## src/rtl/id_stage_if.sv

```systemverilog
// rtl/id_stage_if.sv - decode stage fetch, regfile, forwarding, redirect and ID/EX signal bundle
interface id_stage_if;
  logic [29:0] if_pc;
  logic [31:0] if_insn;
  logic        if_en;
  logic [4:0]  gpr_rd_addr_0;
  logic [4:0]  gpr_rd_addr_1;
  logic [31:0] gpr_rd_data_0;
  logic [31:0] gpr_rd_data_1;
  logic [31:0] ex_fwd_data;
  logic [4:0]  mem_dst_addr;
  logic        mem_gpr_we_;
  logic        mem_en;
  logic [31:0] mem_fwd_data;
  logic        br_taken;
  logic [29:0] br_addr;
  logic        ld_hazard;
  logic [29:0] id_pc;
  logic        id_en;
  logic [3:0]  id_alu_op;
  logic [31:0] id_alu_in_0;
  logic [31:0] id_alu_in_1;
  logic [1:0]  id_mem_op;
  logic [31:0] id_mem_wr_data;
  logic [4:0]  id_dst_addr;
  logic        id_gpr_we_;
  logic        id_exp_undef;

  modport slave (
    input  if_pc, if_insn, if_en, gpr_rd_data_0, gpr_rd_data_1, ex_fwd_data,
           mem_dst_addr, mem_gpr_we_, mem_en, mem_fwd_data,
    output gpr_rd_addr_0, gpr_rd_addr_1, br_taken, br_addr, ld_hazard,
           id_pc, id_en, id_alu_op, id_alu_in_0, id_alu_in_1, id_mem_op,
           id_mem_wr_data, id_dst_addr, id_gpr_we_, id_exp_undef
  );

  modport master (
    output if_pc, if_insn, if_en, gpr_rd_data_0, gpr_rd_data_1, ex_fwd_data,
           mem_dst_addr, mem_gpr_we_, mem_en, mem_fwd_data,
    input  gpr_rd_addr_0, gpr_rd_addr_1, br_taken, br_addr, ld_hazard,
           id_pc, id_en, id_alu_op, id_alu_in_0, id_alu_in_1, id_mem_op,
           id_mem_wr_data, id_dst_addr, id_gpr_we_, id_exp_undef
  );
endinterface

```

## src/rtl/id_stage.sv

```systemverilog
// rtl/id_stage.sv - decode stage: operand read and forwarding, branch resolution, ID/EX register
module id_stage #(
  parameter logic [3:0] NOP_ALU_OP = 4'h0
) (
  input  logic      clk,
  input  logic      reset,
  input  logic      stall,
  input  logic      flush,
  id_stage_if.slave bus
);
  localparam logic [5:0] OP_ADDI = 6'h08;
  localparam logic [5:0] OP_ORI  = 6'h09;
  localparam logic [5:0] OP_LDW  = 6'h10;
  localparam logic [5:0] OP_STW  = 6'h11;
  localparam logic [5:0] OP_BEQ  = 6'h20;
  localparam logic [5:0] OP_BNE  = 6'h21;
  localparam logic [5:0] OP_JR   = 6'h22;
  localparam logic [5:0] OP_JAL  = 6'h23;
  localparam logic [3:0] ALU_ADD = 4'h0;
  localparam logic [3:0] ALU_OR  = 4'h3;
  localparam logic [1:0] MEM_NONE = 2'd0;
  localparam logic [1:0] MEM_LDW  = 2'd1;
  localparam logic [1:0] MEM_STW  = 2'd2;
  localparam logic [4:0] LINK_REG = 5'd31;

  logic [5:0]  op;
  logic [4:0]  ra;
  logic [4:0]  rb;
  logic [4:0]  rc;
  logic [15:0] imm;
  logic [31:0] imm_se;
  logic [31:0] imm_ze;
  logic [29:0] pc_inc;

  assign op     = bus.if_insn[31:26];
  assign ra     = bus.if_insn[25:21];
  assign rb     = bus.if_insn[20:16];
  assign rc     = bus.if_insn[15:11];
  assign imm    = bus.if_insn[15:0];
  assign imm_se = {{16{imm[15]}}, imm};
  assign imm_ze = {16'h0000, imm};
  assign pc_inc = bus.if_pc + 30'd1;

  assign bus.gpr_rd_addr_0 = ra;
  assign bus.gpr_rd_addr_1 = rb;

  logic [29:0] pc_q;
  logic        en_q;
  logic [3:0]  alu_op_q;
  logic [31:0] alu_in_0_q;
  logic [31:0] alu_in_1_q;
  logic [1:0]  mem_op_q;
  logic [31:0] mem_wr_data_q;
  logic [4:0]  dst_addr_q;
  logic        gpr_we_n_q;
  logic        exp_undef_q;

  // EX holds the instruction currently in our own output register, so it wins over MEM.
  logic        ex_hit_0;
  logic        ex_hit_1;
  logic        mem_hit_0;
  logic        mem_hit_1;
  logic [31:0] opnd_0;
  logic [31:0] opnd_1;

  assign ex_hit_0  = en_q && !gpr_we_n_q && (dst_addr_q == ra) && (ra != 5'd0);
  assign ex_hit_1  = en_q && !gpr_we_n_q && (dst_addr_q == rb) && (rb != 5'd0);
  assign mem_hit_0 = bus.mem_en && !bus.mem_gpr_we_ && (bus.mem_dst_addr == ra) && (ra != 5'd0);
  assign mem_hit_1 = bus.mem_en && !bus.mem_gpr_we_ && (bus.mem_dst_addr == rb) && (rb != 5'd0);

  assign opnd_0 = ex_hit_0  ? bus.ex_fwd_data  :
                  mem_hit_0 ? bus.mem_fwd_data : bus.gpr_rd_data_0;
  assign opnd_1 = ex_hit_1  ? bus.ex_fwd_data  :
                  mem_hit_1 ? bus.mem_fwd_data : bus.gpr_rd_data_1;

  logic [3:0]  dec_alu_op;
  logic [31:0] dec_in_0;
  logic [31:0] dec_in_1;
  logic [1:0]  dec_mem_op;
  logic [4:0]  dec_dst;
  logic        dec_we_n;
  logic        dec_undef;
  logic        use_ra;
  logic        use_rb;
  logic        br_cond;
  logic        is_jr;

  always_comb begin
    dec_alu_op = ALU_ADD;
    dec_in_0   = opnd_0;
    dec_in_1   = opnd_1;
    dec_mem_op = MEM_NONE;
    dec_dst    = rb;
    dec_we_n   = 1'b1;
    dec_undef  = 1'b0;
    use_ra     = 1'b1;
    use_rb     = 1'b0;
    br_cond    = 1'b0;
    is_jr      = 1'b0;
    case (op)
      6'h00, 6'h01, 6'h02, 6'h03, 6'h04, 6'h05: begin
        dec_alu_op = op[3:0];
        dec_dst    = rc;
        dec_we_n   = 1'b0;
        use_rb     = 1'b1;
      end
      OP_ADDI: begin
        dec_in_1 = imm_se;
        dec_we_n = 1'b0;
      end
      OP_ORI: begin
        dec_alu_op = ALU_OR;
        dec_in_1   = imm_ze;
        dec_we_n   = 1'b0;
      end
      OP_LDW: begin
        dec_in_1   = imm_se;
        dec_mem_op = MEM_LDW;
        dec_we_n   = 1'b0;
      end
      OP_STW: begin
        dec_in_1   = imm_se;
        dec_mem_op = MEM_STW;
        use_rb     = 1'b1;
      end
      OP_BEQ: begin
        use_rb  = 1'b1;
        br_cond = (opnd_0 == opnd_1);
      end
      OP_BNE: begin
        use_rb  = 1'b1;
        br_cond = (opnd_0 != opnd_1);
      end
      OP_JR: begin
        br_cond = 1'b1;
        is_jr   = 1'b1;
      end
      OP_JAL: begin
        use_ra   = 1'b0;
        br_cond  = 1'b1;
        dec_in_0 = {pc_inc, 2'b00};
        dec_in_1 = 32'd0;
        dec_dst  = LINK_REG;
        dec_we_n = 1'b0;
      end
      default: dec_undef = 1'b1;
    endcase
  end

  logic ld_hazard_w;

  assign ld_hazard_w = bus.if_en && en_q && (mem_op_q == MEM_LDW) && (dst_addr_q != 5'd0) &&
                       ((use_ra && (dst_addr_q == ra)) || (use_rb && (dst_addr_q == rb)));

  assign bus.ld_hazard = ld_hazard_w;
  assign bus.br_addr   = is_jr ? opnd_0[31:2] : (pc_inc + imm_se[29:0]);
  assign bus.br_taken  = bus.if_en && !ld_hazard_w && !stall && br_cond;

  always_ff @(posedge clk) begin
    if (reset) begin
      pc_q          <= 30'd0;
      en_q          <= 1'b0;
      alu_op_q      <= NOP_ALU_OP;
      alu_in_0_q    <= 32'd0;
      alu_in_1_q    <= 32'd0;
      mem_op_q      <= MEM_NONE;
      mem_wr_data_q <= 32'd0;
      dst_addr_q    <= 5'd0;
      gpr_we_n_q    <= 1'b1;
      exp_undef_q   <= 1'b0;
    end else if (!stall) begin
      if (flush || ld_hazard_w) begin
        pc_q          <= bus.if_pc;
        en_q          <= 1'b0;
        alu_op_q      <= NOP_ALU_OP;
        alu_in_0_q    <= 32'd0;
        alu_in_1_q    <= 32'd0;
        mem_op_q      <= MEM_NONE;
        mem_wr_data_q <= 32'd0;
        dst_addr_q    <= 5'd0;
        gpr_we_n_q    <= 1'b1;
        exp_undef_q   <= 1'b0;
      end else begin
        pc_q          <= bus.if_pc;
        en_q          <= bus.if_en;
        alu_op_q      <= dec_alu_op;
        alu_in_0_q    <= dec_in_0;
        alu_in_1_q    <= dec_in_1;
        mem_op_q      <= bus.if_en ? dec_mem_op : MEM_NONE;
        mem_wr_data_q <= opnd_1;
        dst_addr_q    <= dec_dst;
        gpr_we_n_q    <= bus.if_en ? dec_we_n : 1'b1;
        exp_undef_q   <= bus.if_en && dec_undef;
      end
    end
  end

  assign bus.id_pc          = pc_q;
  assign bus.id_en          = en_q;
  assign bus.id_alu_op      = alu_op_q;
  assign bus.id_alu_in_0    = alu_in_0_q;
  assign bus.id_alu_in_1    = alu_in_1_q;
  assign bus.id_mem_op      = mem_op_q;
  assign bus.id_mem_wr_data = mem_wr_data_q;
  assign bus.id_dst_addr    = dst_addr_q;
  assign bus.id_gpr_we_     = gpr_we_n_q;
  assign bus.id_exp_undef   = exp_undef_q;
endmodule

```

## src/flat_wrapper.sv

```systemverilog
// flat-port wrapper written by rule: the top's interface ports become plain ports
module id_stage_flat 
#(
  parameter logic [3:0] NOP_ALU_OP = 4'h0
)
  (clk, reset, stall, flush, bus_if_pc, bus_if_insn, bus_if_en, bus_gpr_rd_data_0, bus_gpr_rd_data_1, bus_ex_fwd_data, bus_mem_dst_addr, bus_mem_gpr_we_, bus_mem_en, bus_mem_fwd_data, bus_gpr_rd_addr_0, bus_gpr_rd_addr_1, bus_br_taken, bus_br_addr, bus_ld_hazard, bus_id_pc, bus_id_en, bus_id_alu_op, bus_id_alu_in_0, bus_id_alu_in_1, bus_id_mem_op, bus_id_mem_wr_data, bus_id_dst_addr, bus_id_gpr_we_, bus_id_exp_undef);
  id_stage_if bus_i ();
  input  logic clk;
  input  logic reset;
  input  logic stall;
  input  logic flush;
  input wire logic [$bits(bus_i.if_pc)-1:0] bus_if_pc;
  input wire logic [$bits(bus_i.if_insn)-1:0] bus_if_insn;
  input wire logic [$bits(bus_i.if_en)-1:0] bus_if_en;
  input wire logic [$bits(bus_i.gpr_rd_data_0)-1:0] bus_gpr_rd_data_0;
  input wire logic [$bits(bus_i.gpr_rd_data_1)-1:0] bus_gpr_rd_data_1;
  input wire logic [$bits(bus_i.ex_fwd_data)-1:0] bus_ex_fwd_data;
  input wire logic [$bits(bus_i.mem_dst_addr)-1:0] bus_mem_dst_addr;
  input wire logic [$bits(bus_i.mem_gpr_we_)-1:0] bus_mem_gpr_we_;
  input wire logic [$bits(bus_i.mem_en)-1:0] bus_mem_en;
  input wire logic [$bits(bus_i.mem_fwd_data)-1:0] bus_mem_fwd_data;
  output wire logic [$bits(bus_i.gpr_rd_addr_0)-1:0] bus_gpr_rd_addr_0;
  output wire logic [$bits(bus_i.gpr_rd_addr_1)-1:0] bus_gpr_rd_addr_1;
  output wire logic [$bits(bus_i.br_taken)-1:0] bus_br_taken;
  output wire logic [$bits(bus_i.br_addr)-1:0] bus_br_addr;
  output wire logic [$bits(bus_i.ld_hazard)-1:0] bus_ld_hazard;
  output wire logic [$bits(bus_i.id_pc)-1:0] bus_id_pc;
  output wire logic [$bits(bus_i.id_en)-1:0] bus_id_en;
  output wire logic [$bits(bus_i.id_alu_op)-1:0] bus_id_alu_op;
  output wire logic [$bits(bus_i.id_alu_in_0)-1:0] bus_id_alu_in_0;
  output wire logic [$bits(bus_i.id_alu_in_1)-1:0] bus_id_alu_in_1;
  output wire logic [$bits(bus_i.id_mem_op)-1:0] bus_id_mem_op;
  output wire logic [$bits(bus_i.id_mem_wr_data)-1:0] bus_id_mem_wr_data;
  output wire logic [$bits(bus_i.id_dst_addr)-1:0] bus_id_dst_addr;
  output wire logic [$bits(bus_i.id_gpr_we_)-1:0] bus_id_gpr_we_;
  output wire logic [$bits(bus_i.id_exp_undef)-1:0] bus_id_exp_undef;
  assign bus_i.if_pc = bus_if_pc;
  assign bus_i.if_insn = bus_if_insn;
  assign bus_i.if_en = bus_if_en;
  assign bus_i.gpr_rd_data_0 = bus_gpr_rd_data_0;
  assign bus_i.gpr_rd_data_1 = bus_gpr_rd_data_1;
  assign bus_i.ex_fwd_data = bus_ex_fwd_data;
  assign bus_i.mem_dst_addr = bus_mem_dst_addr;
  assign bus_i.mem_gpr_we_ = bus_mem_gpr_we_;
  assign bus_i.mem_en = bus_mem_en;
  assign bus_i.mem_fwd_data = bus_mem_fwd_data;
  assign bus_gpr_rd_addr_0 = bus_i.gpr_rd_addr_0;
  assign bus_gpr_rd_addr_1 = bus_i.gpr_rd_addr_1;
  assign bus_br_taken = bus_i.br_taken;
  assign bus_br_addr = bus_i.br_addr;
  assign bus_ld_hazard = bus_i.ld_hazard;
  assign bus_id_pc = bus_i.id_pc;
  assign bus_id_en = bus_i.id_en;
  assign bus_id_alu_op = bus_i.id_alu_op;
  assign bus_id_alu_in_0 = bus_i.id_alu_in_0;
  assign bus_id_alu_in_1 = bus_i.id_alu_in_1;
  assign bus_id_mem_op = bus_i.id_mem_op;
  assign bus_id_mem_wr_data = bus_i.id_mem_wr_data;
  assign bus_id_dst_addr = bus_i.id_dst_addr;
  assign bus_id_gpr_we_ = bus_i.id_gpr_we_;
  assign bus_id_exp_undef = bus_i.id_exp_undef;
  id_stage #(.NOP_ALU_OP(NOP_ALU_OP)) u_core (.clk(clk), .reset(reset), .stall(stall), .flush(flush), .bus(bus_i));
endmodule
```

## config.mk

```make
export PLATFORM = sky130hd
export DESIGN_NAME = id_stage_flat
export DESIGN_NICKNAME = d
export VERILOG_FILES = /design/src/rtl/id_stage_if.sv /design/src/rtl/id_stage.sv /design/src/flat_wrapper.sv
export SDC_FILE = /design/constraint.sdc
export NUM_CORES = 1
export LEC_CHECK = 0
export CORE_AREA = 2 2 150 152
export DETAILED_ROUTE_END_ITERATION = 16
export DIE_AREA = 0 0 152 154
export PLACE_DENSITY = 0.79
export REMOVE_ABC_BUFFERS = 1
export SYNTH_ARGS = -nofsm -noshare
export SYNTH_HDL_FRONTEND = slang
export SYNTH_SLANG_ARGS = --single-unit
```

## constraint.sdc

```tcl
create_clock -name clk -period 13.5 [get_ports clk]
set_input_delay 2.025 -clock clk [delete_from_list [all_inputs] [get_ports clk]]
set_output_delay 2.025 -clock clk [all_outputs]
set_load 0.02 [all_outputs]
```

; ---- After elaboration in Yosys (flattened, before gate mapping)
; Index checks and enable logic that the tools add are counted.
[word_totals]
reg_bits = 140
inputBits = 202
output_inout_bits = 182
wordCells = 95
[classes]
add_sub_neg = 2
eq_ne = 20
mux = 27
n_reduce_logical = 36
[op_table]
columns = operator, n
row1 = 2-to-1 mux 32 bit, 8
row2 = one-hot mux 32 bit (3 select lines), 1
row3 = equality test 32 bit, 1
row4 = inequality test 32 bit, 1
row5 = adder 30 x 1 -> 30 bit (second input constant), 1
row6 = adder 30 bit, 1
row7 = 2-to-1 mux 30 bit, 1
row8 = equality test 6 bit (second input constant), 4
row9 = equality test 5 bit, 4
row10 = logical AND 1 bit, 20
row11 = nonzero test 5 bit, 3
row12 = OR reduction 14 bit, 1
row13 = equality test 6 x 2 -> 1 bit (second input constant), 2
row14 = equality test 6 x 3 -> 1 bit (second input constant), 2
row15 = equality test 6 x 4 -> 1 bit (second input constant), 2
row16 = equality test 6 x 5 -> 1 bit (second input constant), 2
row17 = one-hot mux 5 bit (2 select lines), 1
row18 = OR reduction 10 bit, 1
row19 = 2-to-1 mux 1 bit, 9
row20 = OR reduction 9 bit, 1
row21 = one-hot mux 4 bit (2 select lines), 1
row22 = equality test 6 x 1 -> 1 bit (second input constant), 1
row23 = logical NOT 6 bit, 1
row24 = OR reduction 6 bit, 1
row25 = 10 further kinds, 15

; ---- Logic depth before layout (Yosys ltp)
; Gate-level depths: netlist (run 1).
[depth]
word_depth = 10
depth_mapped = 18
depth_no_buf = 17

; ---- Worst setup path before layout (run 1)
; Ideal clock, no wire load.
[synth_path]
path_kind = in2out
start = input bus_if_pc[0]
end = output bus_br_addr[29]
arrival_time_ns = 5.733
required_time_ns = 11.475
slack_ns = 5.742
path_stages = 18
path_buffers = 1
cell_sequence = ha_1 nand3_1 or3_1 nor2_1 and2_1 clkbuf_1 nand2_1 xnor2_1 ha_1 a21oi_1 o21bai_1 a21o_1 o21ai_0 o21ba_2 o211a_1 o311ai_0 a21oi_1 o31ai_1
[synth_between]
elab_chain_cells = 3
[synth_lines]
columns = item, line
row1 = "start, declared", flat_wrapper.sv:12  ; input wire logic [$bits(bus_i.if_pc)-1:0] bus_if_pc;
row2 = adder 30 x 1 -> 30 bit, id_stage.sv:42  ; assign pc_inc = bus.if_pc + 30'd1;
row3 = adder 30 bit, id_stage.sv:156  ; assign bus.br_addr = is_jr ? opnd_0[31:2] : (pc_inc + imm_se[29:0]);
row4 = 2-to-1 mux 30 bit, id_stage.sv:156
row5 = "end, declared", flat_wrapper.sv:25  ; output wire logic [$bits(bus_i.br_addr)-1:0] bus_br_addr;
; No other way between the ends.

; ---- Worst setup path after layout (run 1)
; Same ends and word-level chain as after synthesis.

==> out/metrics.csv, run 1 <==
stage,metric,value,unit
pwr,finalPower,1.34,mW
placement,placed_area,0.0138,sq mm
synth,ys_top_cells_by_area,"dfxtp_1 28%, o21ai_0 7.4%, mux2i_1 6.4%",
synth,synth.avg_cell_area,7.62,sq um
placement,pre_cts_ws,4.14,ns
setup_path,worstPathRequired,11.48,ns
detailed_routing,drt_iter0_drc,1238,
synth,yosys_warnings,0,
synth,yosysMostFrequentCell,o21ai_0,
clock_network,clk_pin_slew,0.07,ns
synth,synth_common_cells,"146 x o21ai_0, 140 x dfxtp_1, 123 x nand2_1",
detailed_routing,drcViolationCount,0,
clock_network,cts_resized,0,
timing,slew_violations,0,
synth,synth_top_area_share,28.4,%
timing,fin_tns_setup,0,ns
global_routing,grt_antenna_before_repair,0,
synth,synth_top_cell_by_area,dfxtp_1,
synth,synth-edff-count,0,
floorplanning,die_w,152,um
placement,port_buffers,383,
cells_and_area,nFillCells,1859,
clock_network,ctsHoldBuffers,0,
floorplanning,dieHeight,154,um
detailed_routing,viasPerCell,6.34,
pwr,peakVddDrop,0.0000833,V
detailed_routing,routed_wl,44.7,mm
cells_and_area,layout-drive-gt1-share,4.79,%
timing,min_period,9.41,ns
timing,maxSlewHeadroom,23.1,%
global_routing,grt-ovfl-total,0,
cells_and_area,num_antenna_cells,0,
floorplanning,rows,54,
synth,synth-seq-cells,140,
setup_path,cp_max_fo,7,
placement,place.gp.congestion,0.939,
clock_network,root_buffer,clkbuf_16,
cells_and_area,finalNetCount,1847,
synth,synth-async-reset-ratio,0,%
timing,rsz0062_at_grt,false,
timing,worst_pin_slew,1.15,ns
setup_path,ff2ff_setup_slack,9.76,ns
detailed_routing,num_vias,12100,
synth,synth_flop_cell,dfxtp_1,
floorplanning,core,0.0217,sq mm
detailed_routing,drtAntennaViolNets,0,
synth,postSynthCellCount,1297,
detailed_routing,drt_pass1_iterations,8,
setup_path,reg2regPathDepth,10,
placement,place_inst,1875,
setup_path,reg2reg_to,u_core.bus.id_alu_in_0[5],
worst_hold_path,min_path_type,flop to flop,
cells_and_area,area_delta_synth_final,45.1,%
global_routing,grt_use_total,36.6,%
timing,finalHoldViolCount,0,
clock_network,cts_buffer_depth,2,
setup_path,slowest_delay,0.67,ns
floorplanning,die_area,0.0234,sq mm
setup_path,crit-reg2reg-launch,u_core.bus.id_dst_addr[4],
timing,finalSetupViolations,0,
setup_path,slowest_stage,clkdlybuf4s50_1,
timing,max_freq,0.106,GHz
clock_network,cts_made_buffers,17,
setup_path,path_cells,"clkdlybuf4s50_1, ha_1, nand3_1, or3_1, nor2_1, and2_1, nand2_1, xnor2_1, ha_1, a21oi_1, o21bai_1, a21o_1, o21ai_0, o21ba_2, o211a_1, o311ai_0, a21oi_1, o31ai_1, clkdlybuf4s50_1",
timing,post-route-worst-setup-slack,4.09,ns
clock_network,clk_latency,0.43,ns
synth,synth_seq_area_share,28.4,%
cells_and_area,finish.utilization,66.1,%
timing,fin_crit_sh,69.7,%
setup_path,end_kind,primary output,
pwr,powerDensity,93.8,mW/mm^2
global_routing,grt_pass1_vias,11400,
global_routing,grt_max_degree,56,
setup_path,cp-start-kind,input pin,
floorplanning,io-pin-count,384,
run,cap_violations,0,
timing,finClkSkew,0.00827,ns
status,outcome,finished clean,
synth,yosysUniqueCellTypes,70,
placement,dp_hpwl,32.6,mm
pwr,power_leakage,5.40,nW
clock_network,post-cts-setup-buffers,0,
clock_network,h-tree-depth,4,
setup_path,crit_type,input pin to primary output,
cells_and_area,fin_cells,1907,
setup_path,startpoint,bus_if_pc[0],
clock_network,clock-sinks,140,
setup_path,worstPathArrival,7.38,ns
setup_path,endpoint,bus_br_addr[29],
timing,hold_ws,0.456,ns
global_routing,grt_pass1_wl,67.5,mm
cells_and_area,final_area,0.0143,sq mm
floorplanning,start_util,45.6,%
detailed_routing,routedWlPerCell,23.4,um
clock_network,tritoncts,done,
synth,synth_area,0.00988,sq mm
## power by group
part	internal, mW	switching (mW)
combinational	0.196	0.248
clock	0.249	0.209
sequential	0.432	0.0111
total	0.877	0.468
## cell type report
| cell class | instances | area [sq um] | area share, % |
|---|---|---|---|
| Tap cell | 280 | 350 | 2.44 |
| Clock buffer | 19 | 453 | 3.16 |
| Multi-Input combinational cell | 1040 | 6600 | 46.0 |
| Inverter | 11 | 41.3 | 0.288 |
| Sequential cell | 140 | 2800 | 19.5 |
| Timing Repair Buffer | 404 | 3980 | 27.8 |
| Clock inverter | 13 | 109 | 0.759 |
## logic make-up (layout without fill, tap and decap cells)
| logic type | count (synthesis) | count (layout) | synth area share [%] |
|---|---|---|---|
| AND/OR/NAND/NOR | 464 | 464 | 22.8 |
| buffers and inverters | 117 | 447 | 5.36 |
| AO/OA/AOI/OAI | 381 | 381 | 24.1 |
| XOR/XNOR | 100 | 100 | 8.86 |
| flip-flops | 140 | 140 | 28.4 |
| adder cells (fa/ha/maj) | 31 | 31 | 4.00 |
| multiplexers | 64 | 64 | 6.49 |
## per-layer routing
metal / vias to the layer above / wire, um / global-route usage, % / part of all wire (%)
met4: 0 / 2370 / 17.0 / 5.3
li1: 5374 / - / - / -
met2: 945 / 20300 / 59.2 / 45
met3: 173 / 5190 / 8.99 / 12
met1: 5597 / 16900 / 46.1 / 38
met5: - / 0 / 0 / 0
## worst max-delay path, delay by kind of cell
| kind | cells | cell delay, ns |
|---|---|---|
| compound gates | 9 | 1.97 |
| xor+xnor | 1 | 0.22 |
| fa+ha+maj | 2 | 0.57 |
| buf+inv | 2 | 1.27 |
| simple gates | 5 | 1.33 |
## how the worst min path moves through the flow
stage	start	endpoint	slack, ns	cells after the start
after floorplan	u_core.bus.id_alu_in_0[0]	u_core.bus.id_alu_in_0[0]	0.53	2
after global placement	u_core.bus.id_alu_in_1[3]	u_core.bus.id_alu_in_1[3]	0.43	2
after detailed placement	u_core.bus.id_alu_in_1[9]	u_core.bus.id_alu_in_1[9]	0.44	2
after CTS	u_core.bus.id_alu_in_1[9]	u_core.bus.id_alu_in_1[9]	0.46	2
after global routing	u_core.bus.id_alu_in_1[13]	u_core.bus.id_alu_in_1[13]	0.48	2
final	u_core.bus.id_alu_in_1[9]	u_core.bus.id_alu_in_1[9]	0.46	2
## layout by cell type, fill, tap and decap left out, drive strengths merged, types with 46 or more instances in the layout
cell type        n
o21ai          147
xor2            54
nor2           101
nand3           78
nor3            80
mux2i           63
nand2          123
a21oi           53
xnor2           46
clkdlybuf4s50  381
dfxtp          140
a31oi           65
## flip-flops by register name, summed over array words and instances (netlist names)
signal and flops:
u_core.bus.id_alu_in_0 32, u_core.bus.id_alu_in_1 32, u_core.bus.id_mem_wr_data 32, u_core.bus.id_pc 30, u_core.bus.id_dst_addr 5, u_core.bus.id_alu_op 4
u_core.bus.id_mem_op 2, u_core.bus.id_en 1, u_core.bus.id_exp_undef 1, u_core.bus.id_gpr_we_ 1
(Power assumes the default switching activity.)
==> inputs of run 2 (changes only) <==
--- a/config.mk
+++ b/config.mk
@@ -5,10 +5,10 @@
 export SDC_FILE = /design/constraint.sdc
 export NUM_CORES = 1
 export LEC_CHECK = 0
-export CORE_AREA = 2 2 150 152
+export CORE_AREA = 2 2 142 179
 export DETAILED_ROUTE_END_ITERATION = 16
-export DIE_AREA = 0 0 152 154
-export PLACE_DENSITY = 0.79
+export DIE_AREA = 0 0 144 181
+export PLACE_DENSITY = 0.74
 export REMOVE_ABC_BUFFERS = 1
 export SYNTH_ARGS = -nofsm -noshare
 export SYNTH_HDL_FRONTEND = slang
==> constraint.sdc (replaced) <==
create_clock -name clk -period 8.3 [get_ports clk]
set_input_delay 1.245 -clock clk [delete_from_list [all_inputs] [get_ports clk]]
set_output_delay 1.245 -clock clk [all_outputs]
set_load 0.02 [all_outputs]
==> run 2 against run 1 <==
Effect of this change:
- register-to-register slack got worse by 4.8 ns
- routed wire length is 0.50% higher
- worst setup slack worse by 3.6 ns
- critical path depth is the same
- largest cell class unchanged
==> out/metrics.csv, run 2 (synthesized netlist as in run 1, its figures left out) <==
stage,metric,value,unit,change
pwr,powerDensity,156,mW/mm^2,+66%
detailed_routing,drt_iter0_drc,1100,,-11%
floorplanning,start_util,40.7,%,-4.8 points
timing,rsz0062_at_grt,false,,
setup_path,worstPathRequired,7.05,ns,-4.43 ns
detailed_routing,drt_pass1_iterations,8,,unchanged
cells_and_area,multiInputGateArea,0.00658,sq mm,-0.27%
clock_network,cts_resized,0,,unchanged
cells_and_area,nFillCells,2230,,+20%
setup_path,crit_type,input pin to primary output,,
detailed_routing,viasPerCell,5.99,,-5.5%
floorplanning,io-pin-count,384,,unchanged
timing,finClkSkew,0.0145,ns,+0.00620 ns
pwr,peakVddDrop,0.000148,V,+78%
setup_path,cp_max_fo,7,,unchanged
setup_path,end_kind,primary output,,
global_routing,grt_pass1_vias,11000,,-3.1%
setup_path,worstPathArrival,6.60,ns,-0.78 ns
global_routing,grt_use_total,33.3,%,-3.4 points
floorplanning,die_area,0.0261,sq mm,+11%
timing,fin_crit_sh,94.6,%,
worst_hold_path,min_path_type,flop to flop,,
run,cap_violations,0,,unchanged
cells_and_area,final_common_cell,clkdlybuf4s50_1,,
clock_network,post-cts-setup-buffers,0,,unchanged
detailed_routing,routed_wl,44.9,mm,+0.50%
cells_and_area,fin_cells,1965,,+3.0%
clock_network,clk_pin_slew,0.06,ns,about the same
clock_network,root_buffer,clkbuf_16,,
setup_path,cp-start-kind,input pin,,
detailed_routing,routedWlPerCell,22.9,um,-2.5%
status,outcome,finished clean,,
detailed_routing,num_vias,11800,,-2.6%
cells_and_area,seq_area,0.00280,sq mm,unchanged
timing,fin_tns_setup,0,ns,unchanged
timing,hold_ws,0.456,ns,+0.000434 ns
clock_network,ctsHoldBuffers,0,,unchanged
clock_network,cts_buffer_depth,2,,unchanged
worst_hold_path,holdPathStages,2,,unchanged
timing,finalHoldViolCount,0,,unchanged
global_routing,grt_antenna_before_repair,1,,+1
floorplanning,dieHeight,181,um,+18%
cells_and_area,finalNetCount,1853,,+0.32%
floorplanning,die_w,144,um,-5.3%
global_routing,grt_pass1_wl,66.3,mm,-1.8%
global_routing,grt_max_degree,67,,+20%
timing,slew_violations,0,,unchanged
clock_network,clk_latency,0.44,ns,about the same
pwr,power_leakage,5.45,nW,+0.84%
placement,dp_hpwl,33.8,mm,+3.6%
clock_network,clock-sinks,140,,unchanged
global_routing,grt-ovfl-total,0,,unchanged
timing,max_freq,0.127,GHz,
clock_network,cts_made_buffers,17,,unchanged
placement,place_inst,1931,,+3.0%
timing,finalSetupViolations,0,,unchanged
timing,min_period,7.85,ns,
cells_and_area,layout-drive-gt1-share,5.08,%,+0.29 points
detailed_routing,drtAntennaViolNets,0,,unchanged
timing,worst_pin_slew,1.13,ns,-0.0185 ns
placement,place.gp.congestion,0.948,,+0.94%
placement,port_buffers,383,,unchanged
floorplanning,rows,64,,+19%
cells_and_area,mostFrequentLayoutCells,"381 x clkdlybuf4s50_1, 146 x o21ai_0, 140 x dfxtp_1",,
detailed_routing,drcViolationCount,0,,unchanged
floorplanning,core,0.0243,sq mm,+12%
cells_and_area,area_delta_synth_final,46.6,%,
clock_network,h-tree-depth,4,,unchanged
clock_network,tritoncts,done,,
timing,maxSlewHeadroom,24.3,%,+1.3 points
setup_path,reg2regPathDepth,10,,unchanged
[run 2: layout make-up]
cell class	count	area share (%)
Clock inverter	12	1.12
Inverter	11	0.285
Antenna cell	2	0.0345
Sequential cell	140	19.3
Clock buffer	20	3.15
Tap cell	330	2.85
Timing Repair Buffer	410	27.8
Multi-Input combinational cell	1040	45.4
[run 2: final timing paths]
| check | start | to | slack, ns |
|---|---|---|---|
| max | bus_if_pc[0] | bus_br_addr[29] | 0.45 |
| min reg2reg | u_core.bus.id_alu_in_0[10] | u_core.bus.id_alu_in_0[10] | 0.46 |
| min | u_core.bus.id_alu_in_0[10] | u_core.bus.id_alu_in_0[10] | 0.46 |
| max reg2reg | u_core.bus.id_dst_addr[4] | u_core.bus.id_alu_in_0[30] | 4.95 |
[run 2: layer usage]
metal	global-route usage (%)	share of wire, %	vias up
li1	-	-	5381
met1	39.8	37	5523
met2	55.8	48	731
met3	7.95	9.9	136
met4	15.5	4.9	0
met5	0	0	-
[run 2: critical path: stages]
cell	delay, ns
clkdlybuf4s50_1	0.60
ha_1	0.24
nand3_1	0.15
or3_1	0.40
nor2_1	0.30
and2_1	0.32
nand2_1	0.10
xnor2_1	0.19
ha_1	0.34
a21oi_1	0.26
o21bai_1	0.09
a21o_1	0.20
o21ai_0	0.14
o21ba_2	0.20
o211a_1	0.26
o311ai_0	0.49
a21oi_1	0.13
o31ai_1	0.25
clkdlybuf4s50_1	0.67
[run 2: power by group]
part           leakage (nW)  switching [mW]  total (mW)  internal [mW]
sequential             1.14          0.0187       0.721          0.702
combinational          4.02           0.394       0.714          0.320
clock                 0.285           0.336       0.828          0.492
[run 2: metrics by stage]
step	util (%)	cell area, sq um	total power [mW]	setup slack [ns]
floorplan	-	9400	1.06	1.79
global placement	57.1	13900	1.43	0.746
detailed placement	57.1	13900	1.44	0.603
CTS	59.7	14500	2.26	0.564
global route	59.7	14500	2.34	0.192
finish	59.7	14500	2.26	0.452
==> inputs of run 3 (changes only) <==
--- a/config.mk
+++ b/config.mk
@@ -5,11 +5,11 @@
 export SDC_FILE = /design/constraint.sdc
 export NUM_CORES = 1
 export LEC_CHECK = 0
-export CORE_AREA = 2 2 142 179
+export CORE_AREA = 3 3 143 180
 export DETAILED_ROUTE_END_ITERATION = 16
-export DIE_AREA = 0 0 144 181
+export DIE_AREA = 0 0 146 183
 export PLACE_DENSITY = 0.74
-export REMOVE_ABC_BUFFERS = 1
+export SLEW_MARGIN = 0
 export SYNTH_ARGS = -nofsm -noshare
 export SYNTH_HDL_FRONTEND = slang
 export SYNTH_SLANG_ARGS = --single-unit
==> run 3 against run 2 <==
Effect of this change:
- critical path depth did not move
- power about the same
- first-iteration DRC count rose by 3.1%
- critical path type unchanged
- highest routed layer unchanged
==> out/metrics.csv, run 3 (synthesized netlist as in run 1, its figures left out) <==
stage,metric,value,unit,change
setup_path,path_cells,"clkdlybuf4s50_1, ha_1, nand3_1, or3_1, nor2_1, and2_1, nand2_1, xnor2_1, ha_1, a21oi_1, o21bai_1, a21o_1, o21ai_0, o21ba_2, o211a_1, o311ai_0, a21oi_1, o31ai_1, clkdlybuf4s50_1",,
clock_network,clk_pin_slew,0.06,ns,about the same
timing,maxSlewHeadroom,14.9,%,-9.5 points
global_routing,grt_pass1_wl,66.7,mm,+0.62%
detailed_routing,num_vias,11700,,-0.82%
detailed_routing,routedWlPerCell,22.9,um,+0.22%
pwr,powerDensity,156,mW/mm^2,about the same
setup_path,slowest_stage,clkdlybuf4s50_1,,
floorplanning,dieHeight,183,um,+1.1%
run,cap_violations,0,,unchanged
detailed_routing,drt_iter0_drc,1134,,+3.1%
clock_network,cts_made_buffers,17,,unchanged
clock_network,tritoncts,done,,
setup_path,slowest_delay,0.66,ns,about the same
global_routing,grt_use_total,31.9,%,-1.4 points
timing,rsz0062_at_grt,false,,
global_routing,grt-ovfl-total,0,,unchanged
timing,finalHoldViolCount,0,,unchanged
global_routing,grt_antenna_before_repair,6,,+5
clock_network,cts_resized,0,,unchanged
placement,place_inst,1929,,-0.10%
timing,slew_violations,0,,unchanged
setup_path,end_kind,primary output,,
floorplanning,die_w,146,um,+1.4%
cells_and_area,final_common_cell,clkdlybuf4s50_1,,
detailed_routing,viasPerCell,5.94,,-0.77%
timing,fin_crit_sh,91.4,%,-3.2 points
floorplanning,start_util,40.7,%,unchanged
clock_network,root_buffer,clkbuf_16,,
detailed_routing,drt_pass1_iterations,5,,-3
clock_network,clock-sinks,140,,unchanged
placement,port_buffers,383,,unchanged
cells_and_area,layout-drive-gt1-share,4.85,%,-0.23 points
status,outcome,finished clean,,
floorplanning,die_area,0.0267,sq mm,+2.5%
global_routing,grt_max_degree,74,,+10%
cells_and_area,finalNetCount,1851,,-0.11%
detailed_routing,drtAntennaViolNets,0,,unchanged
timing,min_period,7.59,ns,-0.262 ns
synth,syn-num-nets,1530,,
floorplanning,rows,64,,unchanged
timing,finClkSkew,0.0129,ns,-0.00157 ns
clock_network,h-tree-depth,4,,unchanged
timing,finalSetupViolations,0,,unchanged
placement,place.gp.congestion,0.937,,-1.2%
detailed_routing,routed_wl,45.0,mm,+0.17%
clock_network,clk_latency,0.43,ns,about the same
cells_and_area,fin_cells,1964,,-0.051%
timing,worst_pin_slew,1.28,ns,+0.143 ns
placement,dp_hpwl,33.8,mm,about the same
setup_path,worstPathRequired,7.05,ns,about the same
floorplanning,io-pin-count,384,,unchanged
worst_hold_path,min_path_type,flop to flop,,
clock_network,post-cts-setup-buffers,0,,unchanged
cells_and_area,mostFrequentLayoutCells,"381 x clkdlybuf4s50_1, 146 x o21ai_0, 140 x dfxtp_1",,
timing,max_freq,0.132,GHz,+3.5%
setup_path,cp_max_fo,7,,unchanged
pwr,peakVddDrop,0.000149,V,+0.60%
clock_network,cts_buffer_depth,2,,unchanged
pwr,finalPower,2.26,mW,about the same
detailed_routing,drcViolationCount,0,,unchanged
setup_path,crit_type,input pin to primary output,,
clock_network,ctsHoldBuffers,0,,unchanged
global_routing,grt_pass1_vias,11400,,+3.2%
setup_path,cp-start-kind,input pin,,
cells_and_area,area_delta_synth_final,46.5,%,about the same
timing,fin_tns_setup,0,ns,unchanged
floorplanning,core,0.0243,sq mm,unchanged
pwr,power_leakage,5.44,nW,about the same
setup_path,worstPathArrival,6.34,ns,-0.26 ns
[run 3: final cells by class]
type / instances / area [sq um]
clock inverters: 11 / 170
repair buffers: 408 / 4010
diodes: 5 / 12.5
inverters: 11 / 41.3
flip-flops and latches: 140 / 2800
multi-input cells: 1040 / 6580
fillers: 2251 / 9790
clock buffers: 19 / 443
well taps: 330 / 413
[run 3: worst paths after layout]
check	startpoint	endpoint	slack, ns	depth (start not counted)
worst min-delay path	u_core.bus.id_alu_in_0[15]	u_core.bus.id_alu_in_0[15]	0.45	2
worst max register to register	u_core.bus.id_dst_addr[0]	u_core.bus.id_alu_in_1[30]	4.94	10
worst min register to register	u_core.bus.id_alu_in_0[15]	u_core.bus.id_alu_in_0[15]	0.45	2
worst max-delay path	bus_if_pc[0]	bus_br_addr[29]	0.71	19
[run 3: power by group]
part           switching [mW]  internal, mW  total [mW]
registers              0.0187         0.702       0.721
logic                   0.395         0.321       0.715
clock network           0.317         0.507       0.824
total                   0.730          1.53        2.26
[run 3: per-layer routing]
layer  part of all wire (%)  global-route usage, %  routed length, um  up-vias
met5                      0                      0                  0        -
met4                    4.2                   14.2               1880        0
met3                     10                   8.08               4550      125
met2                     48                   54.9              21600      745
met1                     38                   37.6              17000     5418
li1                       -                      -                  -     5386
[run 3: critical path: cells and delay by family]
kind	cells	cell delay [ns]
simple gates	5	1.09
xor+xnor	1	0.15
compound gates	9	1.99
buf+inv	2	1.24
fa+ha+maj	2	0.61
[run 3: through the flow]
step | instance area, sq um | utilization [%] | worst slack (ns) | hold WS (ns)
3_3_place_gp | 13800 | 57.1 | 0.878 | 0.433
3_5_place_dp | 13800 | 57.1 | 0.787 | 0.442
5_1_grt | 14500 | 59.7 | 0.293 | 0.473
6_report | 14500 | 59.7 | 0.714 | 0.453
2_1_floorplan | 9880 | - | 2.10 | 0.532
4_1_cts | 14500 | 59.6 | 0.770 | 0.456
